$ cat config.mk
export PLATFORM = sky130hd
export DESIGN_NAME = mux4_rr_arbiter
export DESIGN_NICKNAME = d
export VERILOG_FILES = /design/src/rtl/mux_arb_pkg.sv /design/src/rtl/mux4to1_16bit.sv /design/src/rtl/mux4_rr_arbiter.sv
export SDC_FILE = /design/constraint.sdc
export NUM_CORES = 1
export LEC_CHECK = 0
export CORE_MARGIN = 3
export CORE_UTILIZATION = 39
export DETAILED_ROUTE_END_ITERATION = 8
export GPL_ROUTABILITY_DRIVEN = 0
export MAX_ROUTING_LAYER = met4
export PLACE_DENSITY = 0.87
export REMOVE_ABC_BUFFERS = 1
export SETUP_SLACK_MARGIN = 0.15
export SKIP_CTS_REPAIR_TIMING = 1
export SLEW_MARGIN = 20
export SYNTH_ARGS = -nofsm -noshare
export SYNTH_HDL_FRONTEND = slang
export SYNTH_SLANG_ARGS = --single-unit
$ cat constraint.sdc
create_clock -name clk -period 3.2 [get_ports clk]
set_input_delay 0.64 -clock clk [delete_from_list [all_inputs] [get_ports clk]]
set_output_delay 0.64 -clock clk [all_outputs]
set_load 0.005 [all_outputs]
$ cat src/rtl/mux_arb_pkg.sv
// Shared types and constants for the 4-way round-robin arbiter.
// Holds FSM encodings, data width default, grant reset and RR pick.
package mux_arb_pkg;

  localparam int DATA_W_DEF = 16;
  localparam logic [1:0] LAST_GRANT_RST = 2'd3;

  typedef enum logic {
    IDLE = 1'b0,
    SEND = 1'b1
  } state_e;

  // Round-robin pick: first set bit at last+1, last+2, ... wrapping.
  // Offset 4 aliases back to last itself, so a lone requester that
  // held the previous grant can still win from IDLE.
  function automatic logic [1:0] rr_pick(
    input logic [3:0] r,
    input logic [1:0] last
  );
    logic [1:0] idx;
    rr_pick = last;
    for (int i = 4; i >= 1; i--) begin
      idx = last + 2'(i);
      if (r[idx]) rr_pick = idx;
    end
  endfunction

endpackage

$ cat src/rtl/mux4to1_16bit.sv
// Plain 4:1 word selector used by the arbiter data path.
// Ports: sel (2b), d0..d3 (W each), y (W) = d[sel].
module mux4to1_16bit #(
  parameter int W = 16
) (
  input  logic [1:0]   sel,
  input  logic [W-1:0] d0,
  input  logic [W-1:0] d1,
  input  logic [W-1:0] d2,
  input  logic [W-1:0] d3,
  output logic [W-1:0] y
);

  always_comb begin
    y = d0;
    unique case (sel)
      2'd0: y = d0;
      2'd1: y = d1;
      2'd2: y = d2;
      2'd3: y = d3;
      default: y = d0;
    endcase
  end

endmodule

$ cat src/rtl/mux4_rr_arbiter.sv
// 4-requester round-robin arbiter with valid/ready output stage.
// Ports: clk, rst (sync high), req[3:0], x0..x3, ack[3:0],
// out_valid/out_ready/out_data/out_sel. MUX4_ARB_COUNT_EN adds
// 16-bit grant counters gnt_cnt0..gnt_cnt3.
module mux4_rr_arbiter
  import mux_arb_pkg::*;
#(
  parameter int DATA_W = DATA_W_DEF
) (
  input  logic              clk,
  input  logic              rst,
  input  logic [3:0]        req,
  input  logic [DATA_W-1:0] x0,
  input  logic [DATA_W-1:0] x1,
  input  logic [DATA_W-1:0] x2,
  input  logic [DATA_W-1:0] x3,
  output logic [3:0]        ack,
  output logic              out_valid,
  input  logic              out_ready,
  output logic [DATA_W-1:0] out_data,
  output logic [1:0]        out_sel
`ifdef MUX4_ARB_COUNT_EN
  ,
  output logic [15:0]       gnt_cnt0,
  output logic [15:0]       gnt_cnt1,
  output logic [15:0]       gnt_cnt2,
  output logic [15:0]       gnt_cnt3
`endif
);

  state_e            state_q, state_d;
  logic [DATA_W-1:0] data_q, data_d;
  logic [1:0]        sel_q, sel_d;
  logic [1:0]        last_q, last_d;

  logic              hs;
  logic [3:0]        req_m;
  logic [1:0]        last_eff;
  logic [1:0]        nxt_sel;
  logic [DATA_W-1:0] mux_y;

  assign hs = (state_q == SEND) & out_ready;

  // The word just accepted must not win again in the same cycle.
  assign req_m    = hs ? (req & ~(4'b0001 << sel_q)) : req;
  assign last_eff = hs ? sel_q : last_q;
  assign nxt_sel  = rr_pick(req_m, last_eff);

  mux4to1_16bit #(
    .W(DATA_W)
  ) u_mux (
    .sel(nxt_sel),
    .d0 (x0),
    .d1 (x1),
    .d2 (x2),
    .d3 (x3),
    .y  (mux_y)
  );

  always_comb begin
    state_d = state_q;
    data_d  = data_q;
    sel_d   = sel_q;
    last_d  = last_q;
    if (hs) last_d = sel_q;
    unique case (state_q)
      IDLE: begin
        if (|req_m) begin
          state_d = SEND;
          data_d  = mux_y;
          sel_d   = nxt_sel;
        end
      end
      SEND: begin
        if (hs) begin
          if (|req_m) begin
            data_d = mux_y;
            sel_d  = nxt_sel;
          end else begin
            state_d = IDLE;
          end
        end
      end
      default: state_d = IDLE;
    endcase
  end

  always_ff @(posedge clk) begin
    if (rst) begin
      state_q <= IDLE;
      data_q  <= '0;
      sel_q   <= '0;
      last_q  <= LAST_GRANT_RST;
    end else begin
      state_q <= state_d;
      data_q  <= data_d;
      sel_q   <= sel_d;
      last_q  <= last_d;
    end
  end

  // A word pending when reset hits is dropped without an ack.
  assign ack       = {4{hs & ~rst}} & (4'b0001 << sel_q);
  assign out_valid = (state_q == SEND);
  assign out_data  = data_q;
  assign out_sel   = sel_q;

`ifdef MUX4_ARB_COUNT_EN
  logic [15:0] cnt_q [4];
  logic [15:0] cnt_d [4];

  always_comb begin
    cnt_d = cnt_q;
    if (hs) cnt_d[sel_q] = cnt_q[sel_q] + 16'd1;
  end

  always_ff @(posedge clk) begin
    if (rst) begin
      for (int i = 0; i < 4; i++) cnt_q[i] <= '0;
    end else begin
      cnt_q <= cnt_d;
    end
  end

  assign gnt_cnt0 = cnt_q[0];
  assign gnt_cnt1 = cnt_q[1];
  assign gnt_cnt2 = cnt_q[2];
  assign gnt_cnt3 = cnt_q[3];
`endif

endmodule

# Word-level counts from Yosys, hierarchy flattened

Index checks and enable logic that the tools add are counted.
W data, S select, Z words.

$add $sub $neg: 3
Multipliers: 0
Div/mod/pow operators: 0
Order comparisons: 3
Equality and inequality tests: 4
Shifts and indexed selects: 1
Multiplexer cells: 21
Bitwise operators: 7
Reduce and logical (&&, ||, !) cells: 2

Operators by type and width:

| kind                  | count |
|---|---|
| $pmux W16 S4          | 1 |
| $mux W16              | 2 |
| $pmux W16 S2          | 1 |
| $mux W2               | 6 |
| $lt A2 B3 Y1 const B  | 3 |
| $and A4 B4 Y4         | 2 |
| $bmux W1 S2           | 3 |
| $mux W1               | 5 |
| $add A2 B2 Y2 const B | 2 |
| $eq A2 B2 Y1 const B  | 2 |
| $mux W4               | 1 |
| $not A4 Y4            | 1 |
| $pmux W2 S2           | 1 |
| $reduce_or A4 Y1      | 1 |
| $shl A1 B2 Y4 const A | 1 |
| $add A2 B1 Y2 const B | 1 |
| $and A1 B1 Y1         | 2 |
| $eq A2 B1 Y1 const B  | 1 |
| $logic_not A2 Y1      | 1 |
| $ne A2 B1 Y1 const B  | 1 |
| $not A1 Y1            | 2 |
| $pmux W1 S2           | 1 |

Register bits: 21
Latch bits: 0
Bits in writable memories: 0
Memory bits (read-only): 0
Input bits: 71
Output and inout bits: 23
Word-level logic and storage cells: 45
Memories: 0

# Longest topological paths before layout

Word-level depth: 14
Depth in mapped cells: 9
Mapped depth without buffers: 6

# Modules after synthesis

A second synthesis with hierarchy kept.

Cells, all modules: 147
Area total of the unflattened synthesis: 1,544.0 µm²

By module, submodules not included:

| module          | times used | cells an instance | area each (µm²) | seq. area each (µm²) |
|---|---|---|---|---|
| mux4_rr_arbiter | 1          | 127               | 1,119.8         | 420.4 |
| mux4to1_16bit   | 1          | 20                | 424.2           | 0.0 |

# Least setup slack after synthesis

OpenSTA, ideal clock, no wires.

Kind: input -> register
Start: in out_ready
End: reg data_q[1] (netlist: out_data[1])
Library setup time: 128 ps
Arrival: 2,012 ps
Required time: 3,072 ps
Path slack: 1,060 ps
Stages: 7
Path buffers: 1
Cell sequence: nand2_2 > mux2i_2 > o32ai_2 > a22oi_4 > buf_6 > mux2i_1 > o221ai_2

Cells in the longest elaborated chain, start to end: 13
Elaborated cells between the ends (all ways): 25
Classes of those cells: 3 x add/sub; 4 x eq/ne; 15 x mux; 1 x bitwise; 2 x reduce/logical

RTL lines:

| what                                       | RTL line                                     | text |
|---|---|---|
| start, declared                            | mux4_rr_arbiter.sv:19                        | `input logic out_ready,` |
| $and A1 B1 Y1 *                            | mux4_rr_arbiter.sv:42                        | `assign hs = (state_q == SEND) & out_ready;` |
| $mux W2                                    | n/a                                          |  |
| $add A2 B2 Y2                              | mux_arb_pkg.sv:23                            | `idx = last + 2'(i);` |
| $bmux W1 S2                                | mux_arb_pkg.sv:24                            | `if (r[idx]) rr_pick = idx;` |
| $mux W1 (not written as such)              | mux_arb_pkg.sv:24                            |  |
| $mux W2 (3 in series)                      | mux_arb_pkg.sv:24                            |  |
| $eq A2 B2 Y1, or another cell as far along | mux4to1_16bit.sv:16                          | `unique case (sel)` |
| $pmux W16 S4                               | mux4to1_16bit.sv:16                          |  |
| $mux W16                                   | mux4_rr_arbiter.sv:68, mux4_rr_arbiter.sv:76 |  |
| $mux W16                                   | mux4_rr_arbiter.sv:75                        | `if (hs) begin` |
| $pmux W16 S2                               | mux4_rr_arbiter.sv:66                        | `unique case (state_q)` |
| end signal, assigned                       | mux4_rr_arbiter.sv:96                        | `data_q <= data_d;` |
| end, declared                              | mux4_rr_arbiter.sv:32                        | `logic [DATA_W-1:0] data_q, data_d;` |

Mark *: on every way between the ends. The rest lies on a longest branch, timed or not. The select of a mux whose other input is x is not followed.
A chain may end at the register's enable or synchronous reset.

# Final worst setup path

Start: in out_ready
End: out ack[3]

Cells in the longest elaborated chain, start to end: 3

RTL lines:

| what          | RTL line               | text |
|---|---|---|
| $and A1 B1 Y1 | mux4_rr_arbiter.sv:42  |  |
| $and A1 B1 Y1 | mux4_rr_arbiter.sv:103 | `assign ack = {4{hs & ~rst}} & (4'b0001 << sel_q);` |
| $and A4 B4 Y4 | mux4_rr_arbiter.sv:103 |  |
| end, declared | mux4_rr_arbiter.sv:17  | `output logic [3:0] ack,` |

Every way passes these cells.

==> results.tsv <==
stage	metric	value	unit
run_status	run_status	completed	
synth	synth_warnings	0	
grt	grt_pass1_wl	6170	um
hold_path	hold_class	register to register	
synth	synth.top_cells.by_count	mux2i_1, dfxtp_1, nand2_1	
synth	synth-main-ff-cell	dfxtp_1	
power	max-vdd-ir-drop	0.248	mV
sta	postLayoutSetupSlackWorst	0.360	ns
power	power.leakage	0.977	nW
synth	netlist.area_leader.share	0.286	
grt	grt_antenna_before_repair	0	
sta	post-route-period-util	0.887	
worst_setup_path	timing.critical_path.from_type	input pin	
power	internal_power	624	uW
power	switching_share	0.292	
drt	detail_route.first_pass.iterations	4	
power	clkPwrFrac	0.195	
power	share_comb_of_total_power	0.436	
die	top_level_i_o_count	94	
power	p_sw	257	uW
drt	drt-vias-per-instance	5.25	
final_layout	final_net_count	302	
clocking	htree_num_levels	1	
final_layout	fin_util	0.694	
clocking	numClockSinks	21	
grt	grt_max_degree	34	
synth	synthMostInstantiatedCell	mux2i_1	
placement	preCtsSetupSlack	0.373	ns
synth	synth-edff-count	0	
synth	async_flop_share	0	
clocking	clock-root-buffer	clkbuf_8	
synth	synth_seq_area_share	0.286	
drt	ant_nets	0	
drt	vias	1449	
power	power_density	366	nW/um^2
sta	final.setup.tns	0	ns
grt	number_of_global_route_vias_before_repair	1392	
die	die_h	67.4	um
drt	wl	4050	um
clocking	clk_pin_slew	0.07	ns
drt	detail_route.wl_per_cell	14.7	um
synth	library_cell_occupying_the_most_area_in_the_post_synthesis_netlist	dfxtp_1	
worst_setup_path	path_class	input pin to output pin	
sta	final_max_slew_viol_count	0	
synth	synth_seq_cells	21	
synth	synth_cell_types	35	
sta	timing.clock.skew	0.00260	ns
clocking	clock_insertion_delay_worst_skew	0.25	ns
sta	slew-limit-headroom	0.709	
clocking	cts_made_buffers	3	
synth	synthCells	142	
placement	hpwlAfterDp	3210	um
final_layout	fraction_of_layout_instances_using_a_drive_strength_above_1	0.113	
synth	netlist_area	1470	um^2
final_layout	filler_cell_count	295	
die	initial_utilization	0.424	
worst_setup_path	worstPathRequired	2.56	ns
clocking	tritoncts_clock_tree	yes	
sta	timing.final.setup_violations	0	
power	power.sequential.fraction	0.369	
sta	rsz_0062_raised_after_global_routing	false	
synth	postSynthAreaPerCell	10.3	um^2
die	std_cell_rows	21	
final_layout	synthToLayoutAreaGrowth	63.9	%
job	max_cap_violations	0	
grt	gr-total-overflow	0	
drt	drt_iter0_markers	59	
die	design.core.area	3470	um^2
die	die-width	67.4	um
sta	measured_slew_at_the_worst_slew_check_pin	0.435	ns
placement	port_buffers	93	
clocking	clock_path_buffers	2	
sta	timing.final.crit_period	2.84	ns
worst_setup_path	cp.arrival	2.20	ns
drt	detail_route.drc_violations	0	
final_layout	antenna-diode-count	0	
sta	worst_hold_slack	0.466	ns
worst_setup_path	critical_path.endpoint_type	output pin	
die	fp.dieArea	4540	um^2
synth	synth.area.top_cells	dfxtp_1, mux2i_1, o221ai_2, nand2_1, buf_6	
grt	grt_usage	0.180	
sta	fmax	352	MHz
sta	finalHoldViolCount	0	
worst_setup_path	crit_path_max_fanout	8	
-- state kept, by name (all words and copies together), names as in the netlist --
register   cells
out_data      16
last_q         2
out_sel        2
out_valid      1
-- metrics by stage --
stage	cells	power [mW]	area (um^2)
floorplan	131	0.513	1350
global placement	272	0.712	2360
detailed placement	272	0.717	2360
CTS	276	0.889	2410
global route	276	0.930	2410
finish	276	0.880	2410
-- layer usage --
layer / track usage / part of all wire / vias to the layer above / wire, um
li1: - / - / 710 / -
met1: 0.207 / 0.39 / 670 / 1600
met2: 0.310 / 0.51 / 65 / 2060
met3: 0.0499 / 0.089 / 4 / 359
met4: 0.0405 / 0.0086 / 0 / 35
met5: - / 0 / - / 0
-- worst paths after layout --
path	startpoint	to	slack [ns]	cells after the start
setup reg to reg	out_sel[1]	out_data[12]	0.97	6
setup / recovery	out_ready	ack[3]	0.36	5
hold reg to reg	out_data[11]	out_data[11]	0.47	2
hold / removal	out_data[11]	out_data[11]	0.47	2
-- power by group through the flow --
stage	sequential (mW)	clock, mW	combinational, mW
3_5_place_dp	0.331	0	0.387
6_report	0.325	0.172	0.384
4_1_cts	0.325	0.176	0.388
5_1_grt	0.331	0.187	0.412
2_1_floorplan	0.331	0	0.182
3_3_place_gp	0.329	0	0.383
-- placed cells by master, fill, tap and decap left out, drive strengths merged --
cell type,count
clkdlybuf4s50,93
mux2i,35
nand2,23
dfxtp,21
o221ai,16
nor2,8
a21oi,4
clkbuf,4
and3,3
nand2b,3
inv,2
a211o,2
buf,2
nor4,1
a311oi,1
o31ai,1
a221oi,1
or2,1
mux2,1
o32a,1
or2b,1
o21ai,1
o32ai,1
o21bai,1
a22oi,1
and2b,1
o21a,1
-- cell type report --
cell class                      instances  area [um^2]  share of cell area
Clock buffer                            4         45.0              0.0187
Inverter                                2         7.51             0.00312
Multi-Input combinational cell        108          918               0.381
Sequential cell                        21          420               0.175
Tap cell                               46         57.6              0.0239
Timing Repair Buffer                   95          958               0.398
-- kinds of logic after synthesis --
| group | Yosys count | synth area share |
|---|---|---|
| flip-flops | 21 | 0.286 |
| buffers and inverters | 13 | 0.0886 |
| multiplexers | 36 | 0.251 |
| AO/OA/AOI/OAI | 31 | 0.239 |
| AND/OR/NAND/NOR | 41 | 0.135 |
-- worst max-delay path, cell delays in order --
cell,delay [ns]
clkdlybuf4s50_1,0.55
nand2_2,0.15
nor2_1,0.18
and3_1,0.18
clkdlybuf4s50_1,0.50
No activity file was read; power rests on OpenSTA's default activity.
